### config.mk
export PLATFORM = sky130hd
export DESIGN_NAME = pipeline_trace_tagger
export DESIGN_NICKNAME = d
export VERILOG_FILES = /design/src/rtl/pipeline_trace_tagger.sv
export SDC_FILE = /design/constraint.sdc
export NUM_CORES = 1
export LEC_CHECK = 0
export ABC_CLOCK_PERIOD_IN_PS = 4660
export CELL_PAD_IN_SITES_DETAIL_PLACEMENT = 1
export CELL_PAD_IN_SITES_GLOBAL_PLACEMENT = 2
export CORE_MARGIN = 2
export CORE_UTILIZATION = 43
export CTS_CLUSTER_SIZE = 8
export DETAILED_ROUTE_END_ITERATION = 8
export PLACE_DENSITY = 0.81
export RECOVER_POWER = 50
export SYNTH_ARGS = -nofsm -noshare
export SYNTH_HDL_FRONTEND = slang
export SYNTH_SLANG_ARGS = --single-unit
export TNS_END_PERCENT = 10
### constraint.sdc
create_clock -name clk -period 4.66 [get_ports clk]
set_input_delay 0.932 -clock clk [delete_from_list [all_inputs] [get_ports clk]]
set_output_delay 0.932 -clock clk [all_outputs]
set_load 0.02 [all_outputs]
### src/rtl/pipeline_trace_tagger.sv
// pipeline_trace_tagger
//   Tags each fetched instruction with a gap-free sequence ID, carries the tag
//   through ID/EX/MEM/WB under the core's stall/flush, and queues one retire
//   record per instruction at WB into a small valid/ready FIFO.
// Ports
//   clk, rst                      clock, synchronous active-high reset
//   pc, instr                     fetch-stage PC and instruction word
//   stall                         freeze IF/ID, inject bubble into EX
//   flush                         squash this cycle's fetch (ignored under stall)
//   rec_ready                     consumer accepts head record
//   rec_valid                     FIFO non-empty
//   rec_id/pc/instr/fetch_cyc/
//   rec_stall_cnt/rec_wb_cyc      head record fields, zero when empty
//   rec_count                     FIFO occupancy
//   overflow                      sticky: a record was dropped on a full FIFO
module pipeline_trace_tagger #(
  parameter int ID_W       = 8,
  parameter int CYC_W      = 16,
  parameter int STALL_W    = 4,
  parameter int FIFO_DEPTH = 4
) (
  input  logic                        clk,
  input  logic                        rst,
  input  logic [15:0]                 pc,
  input  logic [15:0]                 instr,
  input  logic                        stall,
  input  logic                        flush,
  input  logic                        rec_ready,
  output logic                        rec_valid,
  output logic [ID_W-1:0]             rec_id,
  output logic [15:0]                 rec_pc,
  output logic [15:0]                 rec_instr,
  output logic [CYC_W-1:0]            rec_fetch_cyc,
  output logic [STALL_W-1:0]          rec_stall_cnt,
  output logic [CYC_W-1:0]            rec_wb_cyc,
  output logic [$clog2(FIFO_DEPTH):0] rec_count,
  output logic                        overflow
);

  localparam int AW = $clog2(FIFO_DEPTH);
  localparam int CW = AW + 1;

  typedef struct packed {
    logic [ID_W-1:0]    id;
    logic [15:0]        pc;
    logic [15:0]        instr;
    logic [CYC_W-1:0]   fcyc;
    logic [STALL_W-1:0] scnt;
  } tag_t;

  typedef struct packed {
    tag_t             tag;
    logic [CYC_W-1:0] wb_cyc;
  } rec_t;

  logic [CYC_W-1:0] r_cyc;
  logic [ID_W-1:0]  r_next_id;

  logic r_ifid_v, r_idex_v, r_exmem_v, r_memwb_v;
  tag_t r_ifid, r_idex, r_exmem, r_memwb;

  // ---------------------------------------------------------------------------
  // Tag pipeline
  // ---------------------------------------------------------------------------
  always_ff @(posedge clk) begin
    if (rst) begin
      r_cyc     <= '0;
      r_next_id <= '0;
      r_ifid_v  <= 1'b0;
      r_idex_v  <= 1'b0;
      r_exmem_v <= 1'b0;
      r_memwb_v <= 1'b0;
      r_ifid    <= '0;
      r_idex    <= '0;
      r_exmem   <= '0;
      r_memwb   <= '0;
    end else begin
      r_cyc <= r_cyc + CYC_W'(1);

      if (!stall) begin
        r_ifid_v <= ~flush;
        if (!flush) begin
          r_ifid    <= '{id: r_next_id, pc: pc, instr: instr, fcyc: r_cyc, scnt: '0};
          r_next_id <= r_next_id + ID_W'(1);
        end
      end else if (r_ifid_v && (r_ifid.scnt != '1)) begin
        // Held instruction accumulates stall time, saturating at all-ones.
        r_ifid.scnt <= r_ifid.scnt + STALL_W'(1);
      end

      // Only the ID->EX hop sees the stall bubble; later stages always advance.
      r_idex_v  <= r_ifid_v & ~stall;
      r_idex    <= r_ifid;
      r_exmem_v <= r_idex_v;
      r_exmem   <= r_idex;
      r_memwb_v <= r_exmem_v;
      r_memwb   <= r_exmem;
    end
  end

  // ---------------------------------------------------------------------------
  // Retire-record FIFO
  // ---------------------------------------------------------------------------
  rec_t          r_mem [FIFO_DEPTH];
  logic [AW-1:0] r_wptr, r_rptr;
  logic [CW-1:0] r_count;
  logic          r_overflow;

  logic w_empty, w_full, w_pop, w_push, w_drop;
  rec_t w_wrec, w_head;

  assign w_empty = (r_count == '0);
  assign w_full  = (r_count == CW'(FIFO_DEPTH));
  assign w_pop   = ~w_empty & rec_ready;
  // A simultaneous pop frees the slot, so a full FIFO still accepts the push.
  assign w_push  = r_memwb_v & (~w_full | w_pop);
  assign w_drop  = r_memwb_v & w_full & ~w_pop;
  assign w_wrec  = '{tag: r_memwb, wb_cyc: r_cyc};

  always_ff @(posedge clk) begin
    if (rst) begin
      r_wptr     <= '0;
      r_rptr     <= '0;
      r_count    <= '0;
      r_overflow <= 1'b0;
    end else begin
      if (w_push) r_wptr <= r_wptr + AW'(1);
      if (w_pop)  r_rptr <= r_rptr + AW'(1);
      unique case ({w_push, w_pop})
        2'b10:   r_count <= r_count + CW'(1);
        2'b01:   r_count <= r_count - CW'(1);
        default: r_count <= r_count;
      endcase
      if (w_drop) r_overflow <= 1'b1;
    end
  end

  always_ff @(posedge clk) begin
    if (!rst && w_push) r_mem[r_wptr] <= w_wrec;
  end

  always_comb begin
    w_head = '0;
    if (!w_empty) w_head = r_mem[r_rptr];
  end

  assign rec_valid     = ~w_empty;
  assign rec_id        = w_head.tag.id;
  assign rec_pc        = w_head.tag.pc;
  assign rec_instr     = w_head.tag.instr;
  assign rec_fetch_cyc = w_head.tag.fcyc;
  assign rec_stall_cnt = w_head.tag.scnt;
  assign rec_wb_cyc    = w_head.wb_cyc;
  assign rec_count     = r_count;
  assign overflow      = r_overflow;

endmodule

==> summary.txt, run 1 <==
Global routing
  – Via count of the first global-routing pass: 11580
  – GRT overflow: 0
  – Number of antenna violations at the first check in global routing: 1
  – Pin count of the biggest net entering global routing: 110
  – Global-route wire length before repair: 65180 µm
  – Tot GR Track Use: 16.99%

Synthesis
  – Synthesized area per cell: 15.26 µm²
  – Cell accounting for the most synthesized area: sky130_fd_sc_hd__edfxtp_1
  – Share of the synthesized area in the top cell type: 45.05%
  – Total standard cell area after synthesis: 20270 µm²
  – Largest cells by area after synthesis: sky130_fd_sc_hd__edfxtp_1, sky130_fd_sc_hd__dfxtp_1, sky130_fd_sc_hd__mux4_2
  – Syn_nets: 1373
  – Most common cell in the netlist: sky130_fd_sc_hd__edfxtp_1
  – Count of unique library cells instantiated by Yosys: 51
  – Ys Warns: 0
  – Top cells by count, synth: sky130_fd_sc_hd__edfxtp_1, sky130_fd_sc_hd__dfxtp_1, sky130_fd_sc_hd__nor2b_1, sky130_fd_sc_hd__nand2_1, sky130_fd_sc_hd__and2_1
  – Post-synthesis sequential element count: 582
  – Share of synthesized flip-flops with an asynchronous set or reset: 0%
  – Part of the Yosys area used for sequential elements: 72.51%
  – Commonest register cell after synthesis: sky130_fd_sc_hd__edfxtp_1
  – Number of flops mapped to enable cells by yosys: 304
  – Count of mapped cells out of synthesis: 1328

Pwr
  – Leakage: 8.098 nW
  – Maximum ir drop on the vdd rail: 0.2802 mV
  – Power per standard cell area: 451.0 nW/µm²

CTS
  – CTS sink count: 582
  – Reg clk slew, reported paths: 0.05 ns
  – TritonCTS clock tree: done
  – CTS Hold Bufs: 0
  – H-tree level count: 3
  – Total of cells resized after clock tree synthesis: 0
  – Total CTS buffers: 82
  – Clk Tree Root Cell: sky130_fd_sc_hd__clkbuf_16
  – CTS Buffer Depth: 3
  – Setup fix buffers added after clock tree synthesis: 0
  – Clk_lat worst skew: 0.60 ns

Critical path
  – Startpoint Class: flip-flop
  – Slowest stage delay, CP: 0.62 ns
  – Cell with the biggest individual delay on the critical path: sky130_fd_sc_hd__mux4_2
  – Register-to-Register Path Depth: 6
  – Worst Setup Path Type: reg -> out
  – CP delay by family, top: buffers and inverters
  – Count of cell instances traversed by the critical path: 4
  – Ordered cell list for the critical path: buf_4 -> mux4_2 -> and2_1 -> clkdlybuf4s50_1
  – Capturing instance or port of the critical path: rec_id[4]
  – WP data required: 3.73 ns
  – Reg2Reg Capture Point: rec_count[2]$_SDFFE_PP0P_
  – Launch instance of the worst register-to-register path: rec_count[1]$_SDFFE_PP0P_
  – Register-to-register setup slack: 2.02 ns
  – Critical Path Sink Type: output pin
  – Critical path fanouts, max: 18
  – Data arrival time of the critical path: 2.93 ns
  – Number of buffers and inverters on the critical path: 2

Die
  – Horizontal extent of the die: 221.1 µm
  – Top Ports: 118
  – Starting density of the core: 43.53%
  – Standard cell core area: 46560 µm²
  – Die outline height: 221.1 µm
  – Number of core rows: 79
  – Die footprint: 48880 µm²

Finish
  – Finished Core Util: 52.37%
  – Area occupied by registers: 14700 µm²
  – Ratio of cells with drive above 1 in the final layout: 13.18%
  – Net count reported at finish: 1516
  – Number of inserted filler cells in the final layout: 4465
  – Final design instance area without fill: 24380 µm²
  – Combined area of the multi-input logic cells: 5119 µm²
  – Area growth syn-to-layout: 20.31%

Timing
  – Fmax: 259.0 MHz
  – Slew @ Worst Pin: 2.149 ns
  – Final cycle utilization of the critical path: 82.87%
  – Final Hold Vio Count: 0
  – Finish-stage setup viols: 0
  – Final Skew: 0.02034 ns
  – Time the worst path needs with I/O delays and setup: 3.862 ns
  – Setup Total Neg Slack: 0 ns
  – Setup repair after global routing missed its margin: false
  – Slew Limit Headroom: -43.30%
  – Number of pins exceeding their max-slew limit in the final report: 223

Placed design
  – HPWL Detailed: 24060 µm
  – Port Buf Inserts: 117
  – GP Congestion: 0.6904
  – Cell Area, Placed: 22020 µm²

Routing
  – First-pass iteration count of the detailed router: 4
  – Initial DRC Count: 635
  – Vias per cell: 5.007
  – Via count: 10720
  – Wire length per cell after detailed routing: 19.14 µm
  – Final antenna-violating net count: 0
  – DRC viols: 0
  – Total length of routed wires: 40970 µm

Flow run
  – Total of max-cap violations: 3

Outcome
  – Failing checks: capacitance limit, slew limit
  – Status: finished with violations

Hold path
  – Min-Delay Path Class: reg -> reg
## how the worst min path moves through the flow
stage	slack [ns]	to	cells after the start	start
floorplan	0.41	r_exmem[0]$_SDFF_PP0_	1	r_idex[0]$_SDFF_PP0_
global placement	0.42	r_exmem[55]$_SDFF_PP0_	1	r_idex[55]$_SDFF_PP0_
detailed placement	0.42	r_exmem_v$_SDFF_PP0_	1	r_idex_v$_SDFF_PP0_
CTS	0.43	r_exmem[53]$_SDFF_PP0_	1	r_idex[53]$_SDFF_PP0_
global route	0.45	r_exmem[15]$_SDFF_PP0_	1	r_idex[15]$_SDFF_PP0_
finish	0.43	r_exmem[50]$_SDFF_PP0_	1	r_idex[50]$_SDFF_PP0_
## cells in the final DEF, fill, tap and decap left out, types with 2 or more instances in the layout
cell type and instances:
sky130_fd_sc_hd__a2111oi_0 3, sky130_fd_sc_hd__a21oi_1 76, sky130_fd_sc_hd__a41oi_1 2, sky130_fd_sc_hd__and2_1 76
sky130_fd_sc_hd__and2_4 4, sky130_fd_sc_hd__and3_1 3, sky130_fd_sc_hd__buf_12 7, sky130_fd_sc_hd__buf_4 9
sky130_fd_sc_hd__clkbuf_1 56, sky130_fd_sc_hd__clkbuf_16 83, sky130_fd_sc_hd__clkbuf_2 2, sky130_fd_sc_hd__clkdlybuf4s50_1 114
sky130_fd_sc_hd__clkinv_8 2, sky130_fd_sc_hd__dfxtp_1 276, sky130_fd_sc_hd__dfxtp_4 2, sky130_fd_sc_hd__dlygate4sd3_1 2
sky130_fd_sc_hd__edfxtp_1 304, sky130_fd_sc_hd__ha_1 7, sky130_fd_sc_hd__inv_1 10, sky130_fd_sc_hd__inv_6 4
sky130_fd_sc_hd__mux2_2 4, sky130_fd_sc_hd__mux4_2 76, sky130_fd_sc_hd__nand2_1 122, sky130_fd_sc_hd__nand3_1 10
sky130_fd_sc_hd__nand3b_1 3, sky130_fd_sc_hd__nand4_1 4, sky130_fd_sc_hd__nor2_1 16, sky130_fd_sc_hd__nor2b_1 188
sky130_fd_sc_hd__nor3_1 2, sky130_fd_sc_hd__nor3b_1 3, sky130_fd_sc_hd__nor4_1 2, sky130_fd_sc_hd__o211ai_1 3
sky130_fd_sc_hd__o21ai_0 7, sky130_fd_sc_hd__o31ai_1 7, sky130_fd_sc_hd__or3_1 7, sky130_fd_sc_hd__or4_1 6
sky130_fd_sc_hd__xnor2_1 3, sky130_fd_sc_hd__xor2_1 5
## cell families (layout without fill, tap and decap cells)
family	Yosys count	after routing	share of synthesized area, %
flops	582	582	72.51
simple gates	457	457	12.60
compound gates	105	105	2.914
buf+inv	86	291	2.328
mux	82	82	8.773
fa+ha+maj	8	8	0.5309
xor+xnor	8	8	0.3458
other cells	0	1	0
## metal layers
layer  part of all wire, %  vias to the layer above  global-route usage, %
li1                      -                     5024                      -
met1                    44                     5428                  22.11
met2                    50                      193                  28.42
met3                   4.0                       74                  3.426
met4                   2.2                        0                  5.932
met5                     0                        -                      0
## flip-flops by register name (all words and copies together), names as in the netlist, named ones only
| register | count |
|---|---|
| r_exmem | 60 |
| r_next_id | 8 |
| overflow | 1 |
| r_exmem_v | 1 |
| r_cyc | 16 |
| r_rptr | 2 |
| r_ifid_v | 1 |
| rec_count | 3 |
| r_memwb_v | 1 |
| r_wptr | 2 |
| r_mem | 304 |
| r_ifid | 60 |
| r_memwb | 60 |
| r_idex_v | 1 |
| r_idex | 60 |
## final cells by class
class                           count  share of cell area [%]
Multi-Input combinational cell    660                   20.99
Tap cell                          607                   3.115
Antenna cell                        1                 0.01026
Timing Repair Buffer              135                   5.717
Inverter                           10                  0.1539
Sequential cell                   582                   60.30
Clock inverter                      6                  0.2771
Clock buffer                      140                   9.437
## power breakdown
group / internal [mW] / switching (mW)
combinational: 0.0651 / 0.0978
sequential: 5.39 / 0.0226
clock: 3.33 / 2.09
total: 8.79 / 2.21
## metrics by stage
step                      setup WS, ns  hold slack [ns]  cells  total power, mW
final                           0.7985           0.4275   2141            11.00
after floorplan                  1.026           0.4138   1328            5.604
after global routing            0.6378           0.4466   2140            11.38
after detailed placement         1.043           0.4249   1994            5.680
after global placement           1.169           0.4167   1994            5.674
after CTS                       0.7026           0.4329   2140            11.15
Power figures use the tool's default switching activity.
==> run 2: changes to the inputs <==
Settings changed: ABC_CLOCK_PERIOD_IN_PS 4660 to 3570.
Clock period 4.66 ns to 3.57 ns, I/O delays scaled along.
==> run 2 against run 1 <==
The flow still finishes with violations (capacitance limit, slew limit). Clock skew up 0.00096 ns. Register-to-register slack worse by 1.0 ns. Global-route usage grew 0.19 points. Clock power rose by 30%. Count of clock-buffer cells in the layout rose by 2. Critical path depth unchanged. Worst setup slack got worse by 0.66 ns. Sequential share of layout area hardly changed. Largest power group unchanged.
==> summary.txt, run 2 (synthesis gave the netlist of run 1 again) <==
Outcome
  – Status: finished with violations
  – Failing checks: capacitance limit, slew limit

Placed design
  – Worst slack, placed: 0.4126 ns
  – HPWL Detailed: 22900 µm
  – Total placed cells including tap cells: 1996
  – GP Congestion: 0.6724
  – Port Buf Inserts: 117

CTS
  – Clk_lat worst skew: 0.60 ns
  – CTS sink count: 582
  – Clk Tree Root Cell: sky130_fd_sc_hd__clkbuf_16
  – H-tree level count: 3
  – Reg clk slew, reported paths: 0.05 ns
  – Total CTS buffers: 82
  – TritonCTS clock tree: done
  – CTS Hold Bufs: 0
  – CTS Buffer Depth: 3

Finish
  – Ant. Diodes: 0
  – Register name with the most flops: r_mem
  – Number of flip-flops under the largest register name: 304
  – Most common cell after layout, fill and taps aside: sky130_fd_sc_hd__edfxtp_1
  – Area growth syn-to-layout: 20.23%
  – Number of inserted filler cells in the final layout: 4454
  – Number of standard cells in the final layout excluding fillers: 2143
  – Finished Core Util: 52.33%
  – Ratio of cells with drive above 1 in the final layout: 12.89%
  – Most frequent cells in the layout: sky130_fd_sc_hd__edfxtp_1, sky130_fd_sc_hd__dfxtp_1, sky130_fd_sc_hd__nor2b_1
  – Net count reported at finish: 1518

Routing
  – Final antenna-violating net count: 0
  – Vias per cell: 4.982
  – First-pass iteration count of the detailed router: 5
  – Via count: 10680
  – Total length of routed wires: 41080 µm
  – Initial DRC Count: 544
  – Wire length per cell after detailed routing: 19.17 µm
  – DRC viols: 0

Timing
  – Number of pins exceeding their max-slew limit in the final report: 26
  – Time the worst path needs with I/O delays and setup: 3.432 ns
  – Final cycle utilization of the critical path: 96.12%
  – Slew @ Worst Pin: 1.618 ns
  – Final Hold Vio Count: 0
  – Slew Limit Headroom: -7.891%
  – Setup repair after global routing missed its margin: false
  – Minimum hold slack: 0.4288 ns
  – Final Skew: 0.02130 ns
  – Fmax: 291.4 MHz
  – Setup Total Neg Slack: 0 ns
  – Worst-case setup margin in the final layout: 0.1384 ns
  – Finish-stage setup viols: 0

Hold path
  – Min-Delay Path Class: reg -> reg

Critical path
  – WP data required: 2.86 ns
  – Critical path fanouts, max: 34
  – Ordered cell list for the critical path: buf_12 -> mux4_2 -> and2_1 -> clkdlybuf4s50_1
  – CP delay by family, top: buffers and inverters
  – Worst Setup Path Type: reg -> out
  – Cell with the biggest individual delay on the critical path: sky130_fd_sc_hd__mux4_2
  – Critical Path Sink Type: output pin
  – Data arrival time of the critical path: 2.72 ns
  – Slowest stage delay, CP: 0.60 ns
  – Startpoint Class: flip-flop
  – Number of buffers and inverters on the critical path: 2

Die
  – Die footprint: 48880 µm²
  – Die outline height: 221.1 µm
  – Number of core rows: 79
  – Standard cell core area: 46560 µm²
  – Horizontal extent of the die: 221.1 µm
  – Starting density of the core: 43.53%
  – Top Ports: 118

Global routing
  – GRT overflow: 0
  – Number of antenna violations at the first check in global routing: 2
  – Via count of the first global-routing pass: 11550
  – Pin count of the biggest net entering global routing: 115
  – Global-route wire length before repair: 65450 µm
  – Tot GR Track Use: 17.18%

Flow run
  – Total of max-cap violations: 1

Pwr
  – Leakage: 8.060 nW
  – Maximum ir drop on the vdd rail: 0.4341 mV
  – Power per standard cell area: 588.0 nW/µm²
run 2: repair_timing:
item / in CTS / in global routing
gates resized for setup: 1 / 0
setup buffers: 0 / 0
setup endpoints to repair: 1 / 0
run 2: power breakdown:
part	switching [mW]	total, mW	internal, mW
registers	0.0292	7.07	7.04
clock network	2.72	7.04	4.32
logic	0.127	0.214	0.0865
total	2.88	14.3	11.4
run 2: layer usage:
metal	routed length [µm]	vias to the layer above	GRT usage [%]
li1	-	5035	-
met3	1482	55	3.213
met2	20660	180	29.04
met1	18190	5404	22.33
met5	10	-	0
met4	735	2	5.780
run 2: through the flow:
| stage | cell area [µm²] | power (mW) |
|---|---|---|
| 6_report | 24360 | 14.33 |
| 5_1_grt | 24360 | 14.82 |
| 4_1_cts | 24410 | 14.51 |
| 3_5_place_dp | 22040 | 7.417 |
| 3_3_place_gp | 22040 | 7.408 |
| 2_1_floorplan | 20270 | 7.315 |
run 2: worst paths after layout:
check                           slack, ns                    from                     end  depth (start not counted)
worst max-delay path                 0.14               flip-flop       rec_fetch_cyc[12]                          4
worst min-delay path                 0.43  r_exmem[47]$_SDFF_PP0_  r_memwb[47]$_SDFF_PP0_                          1
worst max register to register       1.01    r_memwb_v$_SDFF_PP0_  r_mem[2][40]$_DFFE_PP_                          4
worst min register to register       0.43  r_exmem[47]$_SDFF_PP0_  r_memwb[47]$_SDFF_PP0_                          1
run 2: layout make-up:
type	count	area (µm²)	share of cell area, %
Multi-Input combinational cell	660	5086	20.88
Tap cell	607	759.5	3.117
Inverter	10	37.54	0.1541
Clock inverter	5	77.57	0.3184
Timing Repair Buffer	137	1415	5.808
Clock buffer	142	2287	9.387
Sequential cell	582	14700	60.34
==> run 3: changes to the inputs <==
Settings changed: GPL_TIMING_DRIVEN set to 0.
==> run 3 against run 2 <==
The run now ends clean. Combinational power rose by 14%. Total power rose by 1.5%. Via count rose by 3.3%. Non-clock buffer count rose by 60. Final area rose by 1.6%. Critical path depth did not move. Critical path type unchanged. Highest routed layer is now met4.
==> summary.txt, run 3 (synthesis gave the netlist of run 1 again) <==
CTS
  – CTS Buffer Depth: 3
  – CTS sink count: 582
  – Reg clk slew, reported paths: 0.05 ns
  – CTS Hold Bufs: 0
  – Total CTS buffers: 82
  – Clk_lat worst skew: 0.61 ns
  – TritonCTS clock tree: done
  – Setup fix buffers added after clock tree synthesis: 0
  – Clk Tree Root Cell: sky130_fd_sc_hd__clkbuf_16
  – H-tree level count: 3

Timing
  – Time the worst path needs with I/O delays and setup: 3.476 ns
  – Fmax: 287.7 MHz
  – Worst-case setup margin in the final layout: 0.09430 ns
  – Slew @ Worst Pin: 1.016 ns
  – Finish-stage setup viols: 0
  – Final Skew: 0.01981 ns
  – Setup repair after global routing missed its margin: false
  – Number of pins exceeding their max-slew limit in the final report: 0
  – Final Hold Vio Count: 0
  – Minimum hold slack: 0.4289 ns
  – Slew Limit Headroom: 32.04%
  – Final cycle utilization of the critical path: 97.36%

Pwr
  – Power Internal: 11.58 mW
  – Power per standard cell area: 587.4 nW/µm²
  – Portion of total power attributed to the clock network: 49.7%
  – Overall power of the completed layout: 14.54 mW
  – Leakage: 8.269 nW
  – Gate power share: 1.7%
  – Maximum ir drop on the vdd rail: 0.2713 mV
  – Switching component of the power: 2.956 mW
  – Sequential group share of total power: 48.6%
  – Switching Share: 20.33%

Finish
  – Area occupied by registers: 14700 µm²
  – Number of flip-flops under the largest register name: 304
  – Register name with the most flops: r_mem
  – Final design instance area without fill: 24750 µm²
  – Area growth syn-to-layout: 22.13%
  – Ant. Diodes: 0
  – Combined area of the multi-input logic cells: 5110 µm²
  – Number of standard cells in the final layout excluding fillers: 2205
  – Ratio of cells with drive above 1 in the final layout: 13.58%
  – Number of inserted filler cells in the final layout: 4482
  – Most common cell after layout, fill and taps aside: sky130_fd_sc_hd__edfxtp_1
  – Net count reported at finish: 1578
  – Most frequent cells in the layout: sky130_fd_sc_hd__edfxtp_1, sky130_fd_sc_hd__dfxtp_1, sky130_fd_sc_hd__nor2b_1

Global routing
  – Global-route wire length before repair: 70210 µm
  – Met3 track demand over resource in global routing: 3.466%
  – Via count of the first global-routing pass: 12080
  – Global-route met1 utilization: 23.58%
  – GRT overflow: 0
  – Tot GR Track Use: 18.71%
  – Pin count of the biggest net entering global routing: 43
  – GRT met2 Usage: 32.43%
  – Gr busiest metal: met2
  – Number of antenna violations at the first check in global routing: 0

Die
  – Starting density of the core: 43.53%
  – Die footprint: 48880 µm²
  – Top Ports: 118
  – Horizontal extent of the die: 221.1 µm
  – Standard cell core area: 46560 µm²
  – Number of core rows: 79
  – Die outline height: 221.1 µm

Placed design
  – HPWL Detailed: 27110 µm
  – GP Congestion: 0.7345
  – Worst slack, placed: 0.01908 ns
  – Cell Area, Placed: 22320 µm²
  – Port Buf Inserts: 117
  – Total placed cells including tap cells: 2056

Hold path
  – Startpoint of the worst hold path: r_idex[42]$_SDFF_PP0_
  – Hold Path Cell Cnt: 1
  – Min-Delay Path Class: reg -> reg
  – Hold worst-path end: r_exmem[42]$_SDFF_PP0_

Critical path
  – Reg2Reg Capture Point: rec_count[2]$_SDFFE_PP0P_
  – Critical Path Sink Type: output pin
  – WP data required: 2.86 ns
  – Startpoint Class: flip-flop
  – Worst Setup Path Type: reg -> out
  – Data arrival time of the critical path: 2.76 ns
  – Register-to-Register Path Depth: 9
  – Critical path fanouts, max: 10
  – Register-to-register setup slack: 0.98 ns
  – Launch instance of the worst register-to-register path: rec_count[1]$_SDFFE_PP0P_

Routing
  – Via count: 11030
  – Initial DRC Count: 585
  – Total length of routed wires: 44920 µm
  – DRC viols: 0
  – Vias per cell: 5.003
  – Final antenna-violating net count: 0
  – First-pass iteration count of the detailed router: 5
  – Wire length per cell after detailed routing: 20.37 µm

Outcome
  – Status: completed

Flow run
  – Total of max-cap violations: 0
## run 3: cell count changes in the layout (fill, tap and decap cells not counted), sizes merged
cell	previous run	this run
buf	17	40
clkbuf	146	185
clkdlybuf4s50	114	116
clkinv	3	2
dlygate4sd3	2	1
## run 3: routing by layer
layer | wire (µm) | vias up
li1 | - | 5165
met3 | 1606 | 67
met2 | 22990 | 206
met5 | 0 | -
met1 | 19390 | 5593
met4 | 932 | 0
## run 3: how the worst max path moves through the flow
| stage | from | endpoint | slack [ns] | cells past startpoint |
|---|---|---|---|---|
| after CTS | flip-flop | rec_id[6] | 0.04 | 5 |
| after global routing | flip-flop | rec_stall_cnt[3] | 0.007 | 4 |
| after detailed placement | rst | r_mem[3][43]$_DFFE_PP_ | 0.02 | 5 |
| final | flip-flop | rec_stall_cnt[3] | 0.09 | 4 |
| after global placement | rst | r_mem[0][48]$_DFFE_PP_ | -2.41 | 4 |
| after floorplan | rst | r_mem[2][0]$_DFFE_PP_ | 0.15 | 3 |
## run 3: worst max-delay path, stage by stage (launching register included)
cell and delay, ns:
sky130_fd_sc_hd__dfxtp_2 0.44, sky130_fd_sc_hd__buf_1 0.56, sky130_fd_sc_hd__mux4_2 0.43, sky130_fd_sc_hd__and2_1 0.19, sky130_fd_sc_hd__clkdlybuf4s50_1 0.55
## run 3: layout make-up
cell class / instances / area share (%)
tap: 607 / 3.068
multi-input combinational: 660 / 20.65
clock inverter: 4 / 0.2477
clock buffer: 145 / 9.544
timing repair buffer: 121 / 5.176
inverter: 10 / 0.1517
sequential: 582 / 59.37
buffer: 76 / 1.795
## run 3: timing repair
item | 4_1_cts | 5_1_grt
endpoints found under the setup margin | 57 | 1
gates resized for setup | 5 | 1
pin swaps | 0 | 0
## run 3: stage by stage
step,utilization [%],TNS (ns)
global placement,47.68,-728.51
detailed placement,47.93,0
global route,53.16,0
floorplan,-,0
finish,53.16,0
CTS,53.16,0
## run 3: power by group through the flow
stage / Combinational (mW) / Sequential (mW) / Clock, mW
after CTS: 0.250 / 7.07 / 7.38
final: 0.243 / 7.07 / 7.23
after global routing: 0.269 / 7.06 / 7.66
after detailed placement: 0.247 / 7.20 / 0
after floorplan: 0.129 / 7.19 / 0
after global placement: 0.243 / 7.19 / 0
